===== src/rtl/sync_seeker_rr.sv =====
// sync_seeker_rr
//   Block-sync header seeker. NUM_SEEKERS parallel seekers each scan an equal
//   slice of the FRAME_W candidate offsets for a run of LOCK_CNT consecutive
//   good 2-bit headers (01 or 10). A two-state FSM (SEARCH/LOCKED) takes the
//   first seeker that finds a candidate, picked round-robin after the last
//   winner. While locked it monitors the header at the locked offset and
//   drops lock after UNLOCK_CNT bad headers inside one UNLOCK_WIN-beat window.
//
// Handshake: buf_i is consumed only on cycles with buf_dv_i=1 (a "beat").
//   There is no back-pressure; every beat is accepted. resync_i and the
//   SEARCH->LOCKED transition act on any clock edge, beat or not.
//
// Ports:
//   clk_i, rst_ni  clock, synchronous active-low reset
//   buf_i          presented buffer; header for offset p is buf_i[p+1:p]
//   buf_dv_i       buf_i valid this cycle
//   resync_i       abandon lock (or restart the search)
//   locked_o       lock held at offset_o
//   offset_o       locked offset
//   lock_lost_o    one-cycle pulse on every LOCKED->SEARCH transition
//   winner_o       seeker index that supplied offset_o
//   state_o        FSM state for debug (0=SEARCH, 1=LOCKED)
module sync_seeker_rr #(
    parameter int FRAME_W     = 66,
    parameter int BUF_W       = 194,
    parameter int NUM_SEEKERS = 2,
    parameter int LOCK_CNT    = 32,
    parameter int UNLOCK_CNT  = 16,
    parameter int UNLOCK_WIN  = 64
) (
    input  logic             clk_i,
    input  logic             rst_ni,
    input  logic [BUF_W-1:0] buf_i,
    input  logic             buf_dv_i,
    input  logic             resync_i,
    output logic             locked_o,
    output logic [6:0]       offset_o,
    output logic             lock_lost_o,
    output logic [((NUM_SEEKERS > 1) ? $clog2(NUM_SEEKERS) : 1)-1:0] winner_o,
    output logic             state_o
);
    localparam int S     = FRAME_W / NUM_SEEKERS;
    localparam int WIN_W = (NUM_SEEKERS > 1) ? $clog2(NUM_SEEKERS) : 1;
    localparam int IDX_W = $clog2(BUF_W);
    localparam int LC_W  = $clog2(LOCK_CNT + 1);
    localparam int BT_W  = $clog2(UNLOCK_WIN + 1);
    localparam int BD_W  = $clog2(UNLOCK_CNT + 1);

    typedef enum logic {SEARCH = 1'b0, LOCKED = 1'b1} state_e;

    state_e            state_q, state_d;
    logic              locked_q, locked_d;
    logic              lock_lost_q, lock_lost_d;
    logic [6:0]        offset_q, offset_d;
    logic [WIN_W-1:0]  winner_q, winner_d;
    logic [WIN_W-1:0]  last_q, last_d;
    logic [BT_W-1:0]   beat_q, beat_d;
    logic [BD_W-1:0]   bad_q, bad_d;
    logic [6:0]        pos_q   [NUM_SEEKERS];
    logic [6:0]        pos_d   [NUM_SEEKERS];
    logic [LC_W-1:0]   cnt_q   [NUM_SEEKERS];
    logic [LC_W-1:0]   cnt_d   [NUM_SEEKERS];
    logic              found_q [NUM_SEEKERS];
    logic              found_d [NUM_SEEKERS];

    logic              hi_v, lo_v, any_found, restart, lock_hdr_good;
    logic [WIN_W-1:0]  sel_hi, sel_lo, sel;
    logic [6:0]        pos_hi, pos_lo, sel_pos;
    logic [BT_W-1:0]   beat_n;
    logic [BD_W-1:0]   bad_n;

    function automatic logic hdr_good(input logic [BUF_W-1:0] b, input logic [6:0] p);
        logic [IDX_W-1:0] i;
        i = IDX_W'(p);
        return b[i + 1'b1] ^ b[i];
    endfunction

    always_comb begin
        state_d     = state_q;
        locked_d    = locked_q;
        lock_lost_d = 1'b0;
        offset_d    = offset_q;
        winner_d    = winner_q;
        last_d      = last_q;
        beat_d      = beat_q;
        bad_d       = bad_q;
        restart     = 1'b0;
        for (int k = 0; k < NUM_SEEKERS; k++) begin
            pos_d[k]   = pos_q[k];
            cnt_d[k]   = cnt_q[k];
            found_d[k] = found_q[k];
        end

        // Round-robin pick: first found seeker above last winner (hi), else
        // the first found seeker at or below it (lo, i.e. after wrapping).
        hi_v   = 1'b0;
        lo_v   = 1'b0;
        sel_hi = '0;
        sel_lo = '0;
        pos_hi = '0;
        pos_lo = '0;
        for (int k = 0; k < NUM_SEEKERS; k++) begin
            if (found_q[k]) begin
                if (WIN_W'(k) > last_q) begin
                    if (!hi_v) begin
                        hi_v   = 1'b1;
                        sel_hi = WIN_W'(k);
                        pos_hi = pos_q[k];
                    end
                end else if (!lo_v) begin
                    lo_v   = 1'b1;
                    sel_lo = WIN_W'(k);
                    pos_lo = pos_q[k];
                end
            end
        end
        any_found = hi_v | lo_v;
        sel       = hi_v ? sel_hi : sel_lo;
        sel_pos   = hi_v ? pos_hi : pos_lo;

        // Monitor counters as they stand after this beat (saturating).
        lock_hdr_good = hdr_good(buf_i, offset_q);
        beat_n = (beat_q == BT_W'(UNLOCK_WIN)) ? beat_q : beat_q + 1'b1;
        bad_n  = (!lock_hdr_good && bad_q != BD_W'(UNLOCK_CNT)) ? bad_q + 1'b1 : bad_q;

        case (state_q)
            SEARCH: begin
                beat_d = '0;
                bad_d  = '0;
                if (resync_i) begin
                    restart = 1'b1;
                end else if (any_found) begin
                    state_d  = LOCKED;
                    locked_d = 1'b1;
                    offset_d = sel_pos;
                    winner_d = sel;
                    last_d   = sel;
                end else if (buf_dv_i) begin
                    for (int k = 0; k < NUM_SEEKERS; k++) begin
                        if (hdr_good(buf_i, pos_q[k])) begin
                            if (cnt_q[k] == LC_W'(LOCK_CNT - 1)) begin
                                cnt_d[k]   = LC_W'(LOCK_CNT);
                                found_d[k] = 1'b1;
                            end else if (cnt_q[k] != LC_W'(LOCK_CNT)) begin
                                cnt_d[k] = cnt_q[k] + 1'b1;
                            end
                        end else begin
                            cnt_d[k] = '0;
                            if (pos_q[k] == 7'((k + 1) * S - 1)) begin
                                pos_d[k] = 7'(k * S);
                            end else begin
                                pos_d[k] = pos_q[k] + 7'd1;
                            end
                        end
                    end
                end
            end
            LOCKED: begin
                // Resync and a bad-count loss on the same edge are one event.
                if (resync_i || (buf_dv_i && bad_n == BD_W'(UNLOCK_CNT))) begin
                    state_d     = SEARCH;
                    locked_d    = 1'b0;
                    lock_lost_d = 1'b1;
                    restart     = 1'b1;
                end else if (buf_dv_i) begin
                    // The beat closing the window is counted, then both clear.
                    if (beat_n == BT_W'(UNLOCK_WIN)) begin
                        beat_d = '0;
                        bad_d  = '0;
                    end else begin
                        beat_d = beat_n;
                        bad_d  = bad_n;
                    end
                end
            end
            default: state_d = SEARCH;
        endcase

        if (restart) begin
            beat_d = '0;
            bad_d  = '0;
            for (int k = 0; k < NUM_SEEKERS; k++) begin
                pos_d[k]   = 7'(k * S);
                cnt_d[k]   = '0;
                found_d[k] = 1'b0;
            end
        end
    end

    always_ff @(posedge clk_i) begin
        if (!rst_ni) begin
            state_q     <= SEARCH;
            locked_q    <= 1'b0;
            lock_lost_q <= 1'b0;
            offset_q    <= '0;
            winner_q    <= '0;
            last_q      <= WIN_W'(NUM_SEEKERS - 1);
            beat_q      <= '0;
            bad_q       <= '0;
            for (int k = 0; k < NUM_SEEKERS; k++) begin
                pos_q[k]   <= 7'(k * S);
                cnt_q[k]   <= '0;
                found_q[k] <= 1'b0;
            end
        end else begin
            state_q     <= state_d;
            locked_q    <= locked_d;
            lock_lost_q <= lock_lost_d;
            offset_q    <= offset_d;
            winner_q    <= winner_d;
            last_q      <= last_d;
            beat_q      <= beat_d;
            bad_q       <= bad_d;
            for (int k = 0; k < NUM_SEEKERS; k++) begin
                pos_q[k]   <= pos_d[k];
                cnt_q[k]   <= cnt_d[k];
                found_q[k] <= found_d[k];
            end
        end
    end

    assign locked_o    = locked_q;
    assign offset_o    = offset_q;
    assign lock_lost_o = lock_lost_q;
    assign winner_o    = winner_q;
    assign state_o     = (state_q == LOCKED);

endmodule


===== config.mk =====
export PLATFORM = sky130hd
export DESIGN_NAME = sync_seeker_rr
export DESIGN_NICKNAME = d
export VERILOG_FILES = /design/src/rtl/sync_seeker_rr.sv
export SDC_FILE = /design/constraint.sdc
export NUM_CORES = 1
export LEC_CHECK = 0
export BUFFER_PORTS_ARGS = -buffer_cell sky130_fd_sc_hd__buf_2
export CAP_MARGIN = 20
export CORE_UTILIZATION = 57
export DETAILED_ROUTE_END_ITERATION = 16
export PLACE_DENSITY = 0.81
export SLEW_MARGIN = 20
export SYNTH_ARGS = -nofsm -noshare
export SYNTH_HDL_FRONTEND = slang
export SYNTH_SLANG_ARGS = --single-unit

===== constraint.sdc =====
create_clock -name clk_i -period 8.06 [get_ports clk_i]
set_clock_uncertainty 0.15 [all_clocks]
set_input_delay 1.209 -clock clk_i [delete_from_list [all_inputs] [get_ports clk_i]]
set_output_delay 1.209 -clock clk_i [all_outputs]
set_load 0.03 [all_outputs]

==> impl_results.md, run 1 <==
- Outcome: completed
- Synthesis-to-finish area growth: 9.82%
- Hold path depth: 2
- Io pins: ~210
- Final Hold Vio Count: 0
- TritonCTS clock tree: built
- Vias in the first global route: 9752
- Slew Limit Fails: 0
- Finish-stage setup viols: 0
- Crit-path slowest cell: xor2_4
- CP arrival: 5950 ps
- Vias per inst: 7.77
- Data required, critical path: 8030 ps
- Post-CTS Hold Fix Bufs: 0
- Syn_nets: ~1200
- Slowest cell delay on critical path: around 840 ps
- CP Launch Type: flip-flop
- Clock Latency Late Sink: 290 ps
- Antenna violations before repair: 0
- Pwr per Cell Area: 72.6 mW/mm2
- RR Startpoint: offset_o[0]$_SDFFE_PN0P_
- Max transition margin: 23.7%
- Crit-path max FO: 34
- Post-CTS sizing: 0
- Die height: roughly 140 um
- DR DRC count: 0
- Die footprint: 0.0188 mm2
- Routed via count: 9895
- Synth Instances: 939
- Worst path cell trace: ha_2, xor2_4, mux4_2, mux2i_1, a32o_1, a2111o_1, a31oi_1, a21boi_1, nor3_1, mux2i_1, o311a_1, a211o_1, a21oi_1
- Final ANT Viol Nets: 0
- Fmax: 167 MHz
- Share of cells above drive strength 1: around 45%
- GRT Residual Overflow: 0
- Crit path capture type: flip-flop
- Post-synthesis sequential area ratio: roughly a tenth
- Dpl hpwl: 24.8 mm
- Synthesized cell area: roughly 0.010 mm2
- Hold Path End: cnt_q[0][10]$_SDFFE_PP0P_
- Fin nets: between 1000 and 1500
- Final Critical Period: 5980 ps
- Max-cap violations: 0
- Worst-Margin Slew: 1130 ps
- FF-to-FF path depth: 13
- Site Rows: 49
- Wirelength, routed: 33.7 mm
- Gpl congestion: 1.01
- Maximum vdd drop: 0.130 mV
- First-pass GRT wire length: between 50 and 60 mm
- Initial core utilization: 58.2%
- Synthesized flop and latch total: 52
- Core ar.: around 0.018 mm2
- CTS Root Cell: clkbuf_16
- Die X: 137 um
- EDFF count, synth: 0
- Cell variety after synth: 65
- Hold Crit Class: flip-flop to flip-flop
- Critical hold path startpoint: cnt_q[0][10]$_SDFFE_PP0P_
- Total power: a little over 800 uW
- Area leader, netlist: mux4_2
- Synthesized area per cell: 11.1 um2
- H-Tree Depth: 2
- Setup TNS: 0 ps
- PortBufs: around 180
- TritonCTS Buffers: 5
- Total GRT Usage: 37.2%
- Clock Pin Slew Worst Setup and Hold Paths: 70 ps
- Sink Count: 52
- Synth top area share: 51.9%
- Crit Path Category: flip-flop to flip-flop
- Final cycle utilization of the critical path: 74.2%
- Initial DRC count: between 1000 and 1500
- Synth async-reset ratio: 0%
- RSZ-0062 raised after global routing: no
- Register-to-Register Setup Slack: 2080 ps
- Wirelength per Cell: 26.4 um
- YS warnings: 0
- Ys flop type: dfxtp_1
- FF-to-FF End: cnt_q[0][3]$_SDFFE_PP0P_
- Drt first pass iters: 6
- Most numerous cell on the critical path: mux2i_1
- Clock Path Buffers: 2
- Synth top area cells: mux4_2 52%, dfxtp_1 10%, mux2i_1 3.8%, nand2_1 3.2%, nor2_1 2.5%
- Pleak: ~3.8 nW
- Final hold slack: 346 ps
- Setup Fix Bufs, Post-CTS: 0
- Largest net degree at the start of global routing: slightly below 50
==> cell type report <==
cell class / count / area (um2)
multi-input cells: 770 / 8840
repair buffers: 194 / 1020
inverters: 19 / 71.3
fillers: 1422 / 6470
well taps: 229 / 287
clock inverters: 2 / 35.0
flip-flops and latches: 52 / 1060
clock buffers: 6 / 129
diodes: 1 / 2.50
==> routing by layer <==
layer  up-vias  GRT usage [%]  wire [um]  part of all wire (%)
li1       4114              -          -                     -
met1      4780           47.3      11300                    33
met2       822           58.8      16000                    47
met3       179           7.74       4180                    12
met4         0           22.3       2250                   6.7
met5         -              0          0                     0
==> critical path: cells and delay by family (launching register included) <==
family | cells | cell delay, ps
multiplexers | 3 | 740
XOR/XNOR | 1 | 840
adder cells (fa/ha/maj) | 1 | 430
flip-flops | 1 | 590
AO/OA/AOI/OAI | 7 | 2470
AND/OR/NAND/NOR | 1 | 540
==> sequential cells by signal, summed over array words and instances, names as in the netlist <==
| signal | flops |
|---|---|
| lock_lost_o | 1 |
| bad_q | 5 |
| state_o | 1 |
| found_q | 2 |
| last_q | 1 |
| pos_q | 14 |
| offset_o | 7 |
| winner_o | 1 |
| beat_q | 7 |
| locked_o | 1 |
| cnt_q | 12 |
==> metrics by stage <==
stage	util, %	instances	area, um2	worst slack (ps)
after floorplan	-	939	10400	3210
after global placement	62.9	1264	11300	2170
after detailed placement	62.9	1264	11300	2060
after CTS	63.8	1272	11400	2050
after global routing	63.9	1272	11400	1740
final	63.9	1273	11400	2080
==> kinds of logic after synthesis <==
kind of cell,Yosys count,share of synthesized area (%)
muxes,294,57.4
and+or+nand+nor,294,13.7
AOI/OAI and AO/OA,135,8.82
buffers and inverters,117,5.42
DFF,52,10.0
xor gates and xnor gates,34,3.11
adders and majority gates,13,1.56
==> cells in the mapped netlist (12+ instances only) <==
| master | number |
|---|---|
| a21oi_1 | 37 |
| nand3_1 | 35 |
| xor2_1 | 20 |
| nor2_1 | 70 |
| nor3_1 | 14 |
| mux2i_1 | 40 |
| inv_1 | 17 |
| clkbuf_1 | 44 |
| dfxtp_1 | 52 |
| xnor2_1 | 12 |
| o21ai_0 | 21 |
| mux2_2 | 13 |
| and3_1 | 16 |
| nand2_1 | 88 |
| mux4_2 | 240 |
| ha_1 | 13 |
| buf_2 | 36 |
==> cell usage in the layout, fill, tap and decap left out, types with 4 or more instances in the layout <==
master     Yosys  final
mux4_2       240    240
buf_2         36    176
nand2_1       88     88
nor2_1        70     70
dfxtp_1       52     46
mux2i_1       40     40
a21oi_1       37     37
nand3_1       35     35
o21ai_0       21     20
xor2_1        20     20
buf_4          7     18
inv_1         17     17
and3_1        16     16
nor3_1        14     14
mux2_2        13     13
nor2b_1       11     11
a211oi_1      11     11
a31oi_1       10     10
ha_1          13     10
xnor2_1       12      9
nand2b_1       8      8
o2111ai_1      8      8
nor4_1         8      8
a222oi_1       7      7
a22oi_1        7      7
nand4_1        7      7
nor3b_1        6      6
or3_1          6      6
o31ai_1        5      5
and2_1         5      5
a32oi_1        5      5
clkbuf_16      0      5
xnor2_2        1      4
==> where the power goes <==
part	total (mW)	leakage (nW)	internal [mW]	switching (mW)
logic	0.326	3.30	0.176	0.150
clock network	0.240	0.0808	0.146	0.0938
registers	0.264	0.422	0.257	0.00691
==> worst max path at each step <==
stage,cells past startpoint,slack [ps],startpoint,to
after floorplan,17,3210,pos_q[0][1]$_SDFFE_PP0P_,pos_q[0][6]$_SDFFE_PP0P_
after detailed placement,13,2060,offset_o[0]$_SDFFE_PN0P_,cnt_q[0][5]$_SDFFE_PP0P_
after CTS,13,2050,offset_o[0]$_SDFFE_PN0P_,cnt_q[0][3]$_SDFFE_PP0P_
after global routing,13,1740,offset_o[0]$_SDFFE_PN0P_,found_q[0][0]$_SDFFE_PP0P_
after global placement,13,2170,offset_o[0]$_SDFFE_PN0P_,cnt_q[0][5]$_SDFFE_PP0P_
final,13,2080,offset_o[0]$_SDFFE_PN0P_,cnt_q[0][3]$_SDFFE_PP0P_
Note: power is estimated with default switching activity, not from simulation.
==> run 2: changes to the inputs <==
Settings changed: CORE_UTILIZATION 57 to 52, PLACE_DENSITY 0.81 to 0.78.
Clock period 8.06 ns to 5 ns, I/O delays scaled along.
==> impl_results.md, run 2 (synthesis gave the netlist of run 1 again) <==
- Final cycle utilization of the critical path: just over 90%
- Data required, critical path: just over 5000 ps
- Site Rows: 51
- Worst path cell trace: ha_1, xor2_4, buf_4, nand2_1, a32oi_1, a31oi_1, a2111o_1, a31oi_1, a21boi_1, or3_1, xor2_1, o311a_1, buf_4, or4_1, a21oi_1
- Max transition margin: between 40% and 50%
- Outcome: completed
- Gpl congestion: about 1.0
- Core ar.: about 0.020 mm2
- Worst-Margin Slew: 879 ps
- Setup TNS: 0 ps
- Fin nets: approximately 1300
- FF-to-FF End: beat_q[0]$_SDFFE_PP0P_
- Largest regs: pos_q (14), cnt_q (12)
- Clock Path Buffers: 2
- Die X: between 100 and 150 um
- Total GRT Usage: 33.8%
- Clock Pin Slew Worst Setup and Hold Paths: 70 ps
- TritonCTS clock tree: built
- CP arrival: 4630 ps
- RR Startpoint: offset_o[0]$_SDFFE_PN0P_
- Synthesis-to-finish area growth: 13.0%
- Final Critical Period: 4550 ps
- Critical hold path startpoint: cnt_q[0][10]$_SDFFE_PP0P_
- RSZ-0062 raised after global routing: no
- Commonest non-fill, non-tap cell in the layout: mux4_2
- Clock Latency Late Sink: 290 ps
- Most frequent cells in the layout: 240 x mux4_2, 176 x buf_2, 88 x nand2_1
- Crit path capture type: flip-flop
- Post-CTS Hold Fix Bufs: 0
- Max-cap violations: 0
- Drt first pass iters: 6
- Hold Crit Class: flip-flop to flip-flop
- Finish-stage setup viols: 0
- Crit Path Category: flip-flop to flip-flop
- Routed via count: roughly 10000
- Dpl hpwl: 25.3 mm
- Fmax: 220 MHz
- GRT Residual Overflow: 0
- FF-to-FF path depth: 15
- Max reg flops: 14
- Crit-path max FO: 15
- CTS Root Cell: clkbuf_16
- Pleak: 3.98 nW
- Share of cells above drive strength 1: 46.9%
- CP bufs+invs: 2
- Wirelength, routed: 33.6 mm
- Sink Count: 52
- PortBufs: 176
- Total power: around 1.3 mW
- Slowest cell delay on critical path: around 540 ps
- Slew Limit Fails: 0
- Biggest register: pos_q
- Post-CTS sizing: 0
- Setup Fix Bufs, Post-CTS: 0
- Wirelength per Cell: 25.0 um
- Hold path depth: 2
- Final Hold Vio Count: 0
- Vias in the first global route: around 9600
- Largest net degree at the start of global routing: 69
- First-pass GRT wire length: 53.4 mm
- Vias per inst: 7.45
- Die height: 144 um
- Io pins: ~210
- Initial DRC count: between 1000 and 1500
- Antenna violations before repair: 0
- Maximum vdd drop: roughly 0.12 mV
- Final ANT Viol Nets: 0
- Hold Path End: cnt_q[0][10]$_SDFFE_PP0P_
- TritonCTS Buffers: 5
- CP Launch Type: flip-flop
- DR DRC count: 0
- Initial core utilization: 53.3%
- Crit-path slowest cell: ha_1
- Pwr per Cell Area: 113 mW/mm2
- H-Tree Depth: 2
- Register-to-Register Setup Slack: 450 ps
- Die footprint: about 0.021 mm2
- Family with the most delay on the worst path: compound AO/OA/AOI/OAI gates
-- run 2: cell count changes in the layout (fill, tap and decap cells not counted) --
cell,before,now
clkbuf_16,5,6
bufinv_16,1,0
a2111oi_0,3,4
xnor2_1,9,10
ha_1,10,11
buf_4,18,48
xnor2_2,4,3
ha_2,3,2
buf_12,0,4
a2111oi_1,1,0
-- run 2: routing by layer --
layer	routed length [um]	vias to the layer above	GRT usage (%)	part of all wire [%]
met2	15900	813	53.2	47
li1	-	4162	-	-
met4	1810	0	16.3	5.4
met3	4030	144	6.13	12
met1	11800	4880	45.4	35
met5	0	-	0	0
-- run 2: cell type report --
class,count,area [um2]
inverter,19,71.3
timing repair buffer,228,1320
sequential,52,1060
clock buffer,7,154
tap,265,332
multi-input combinational,770,8830
fill,1588,7760
clock inverter,1,5.00
antenna,1,2.50
-- run 2: worst register-to-register path: stages (launching register included) --
cell and delay [ps]:
dfxtp_4 360, ha_1 540, xor2_4 230, buf_4 270
nand2_1 90, a32oi_1 200, a31oi_1 130, a2111o_1 400
a31oi_1 270, a21boi_1 190, or3_1 440, xor2_1 170
o311a_1 210, buf_4 190, or4_1 500, a21oi_1 150
-- run 2: how the worst max path moves through the flow --
stage / from / to / slack, ps / depth (start not counted)
2_1_floorplan: pos_q[0][1]$_SDFFE_PP0P_ / pos_q[0][6]$_SDFFE_PP0P_ / 150 / 17
3_3_place_gp: offset_o[0]$_SDFFE_PN0P_ / beat_q[0]$_SDFFE_PP0P_ / 580 / 15
3_5_place_dp: offset_o[0]$_SDFFE_PN0P_ / beat_q[4]$_SDFFE_PP0P_ / 530 / 15
4_1_cts: offset_o[0]$_SDFFE_PN0P_ / beat_q[0]$_SDFFE_PP0P_ / 520 / 15
5_1_grt: offset_o[2]$_SDFFE_PN0P_ / beat_q[0]$_SDFFE_PP0P_ / 160 / 14
6_report: offset_o[0]$_SDFFE_PN0P_ / beat_q[0]$_SDFFE_PP0P_ / 450 / 15
-- run 2: metrics by stage --
step                      setup slack, ps  hold WS, ps  instances  instance area, um2  utilization, %
after detailed placement              534          337       1334               11600            59.4
after global placement                578          328       1334               11600            59.4
after CTS                             516          346       1342               11800            60.3
after floorplan                       153          305        939               10400               -
after global routing                  162          389       1342               11800            60.3
final                                 447          346       1343               11800            60.3
-- run 2: power breakdown --
group          switching [mW]  internal (mW)  total, mW
combinational           0.248          0.291      0.539
sequential            0.00452          0.414      0.418
clock                   0.154          0.216      0.370
total                   0.407          0.921       1.33
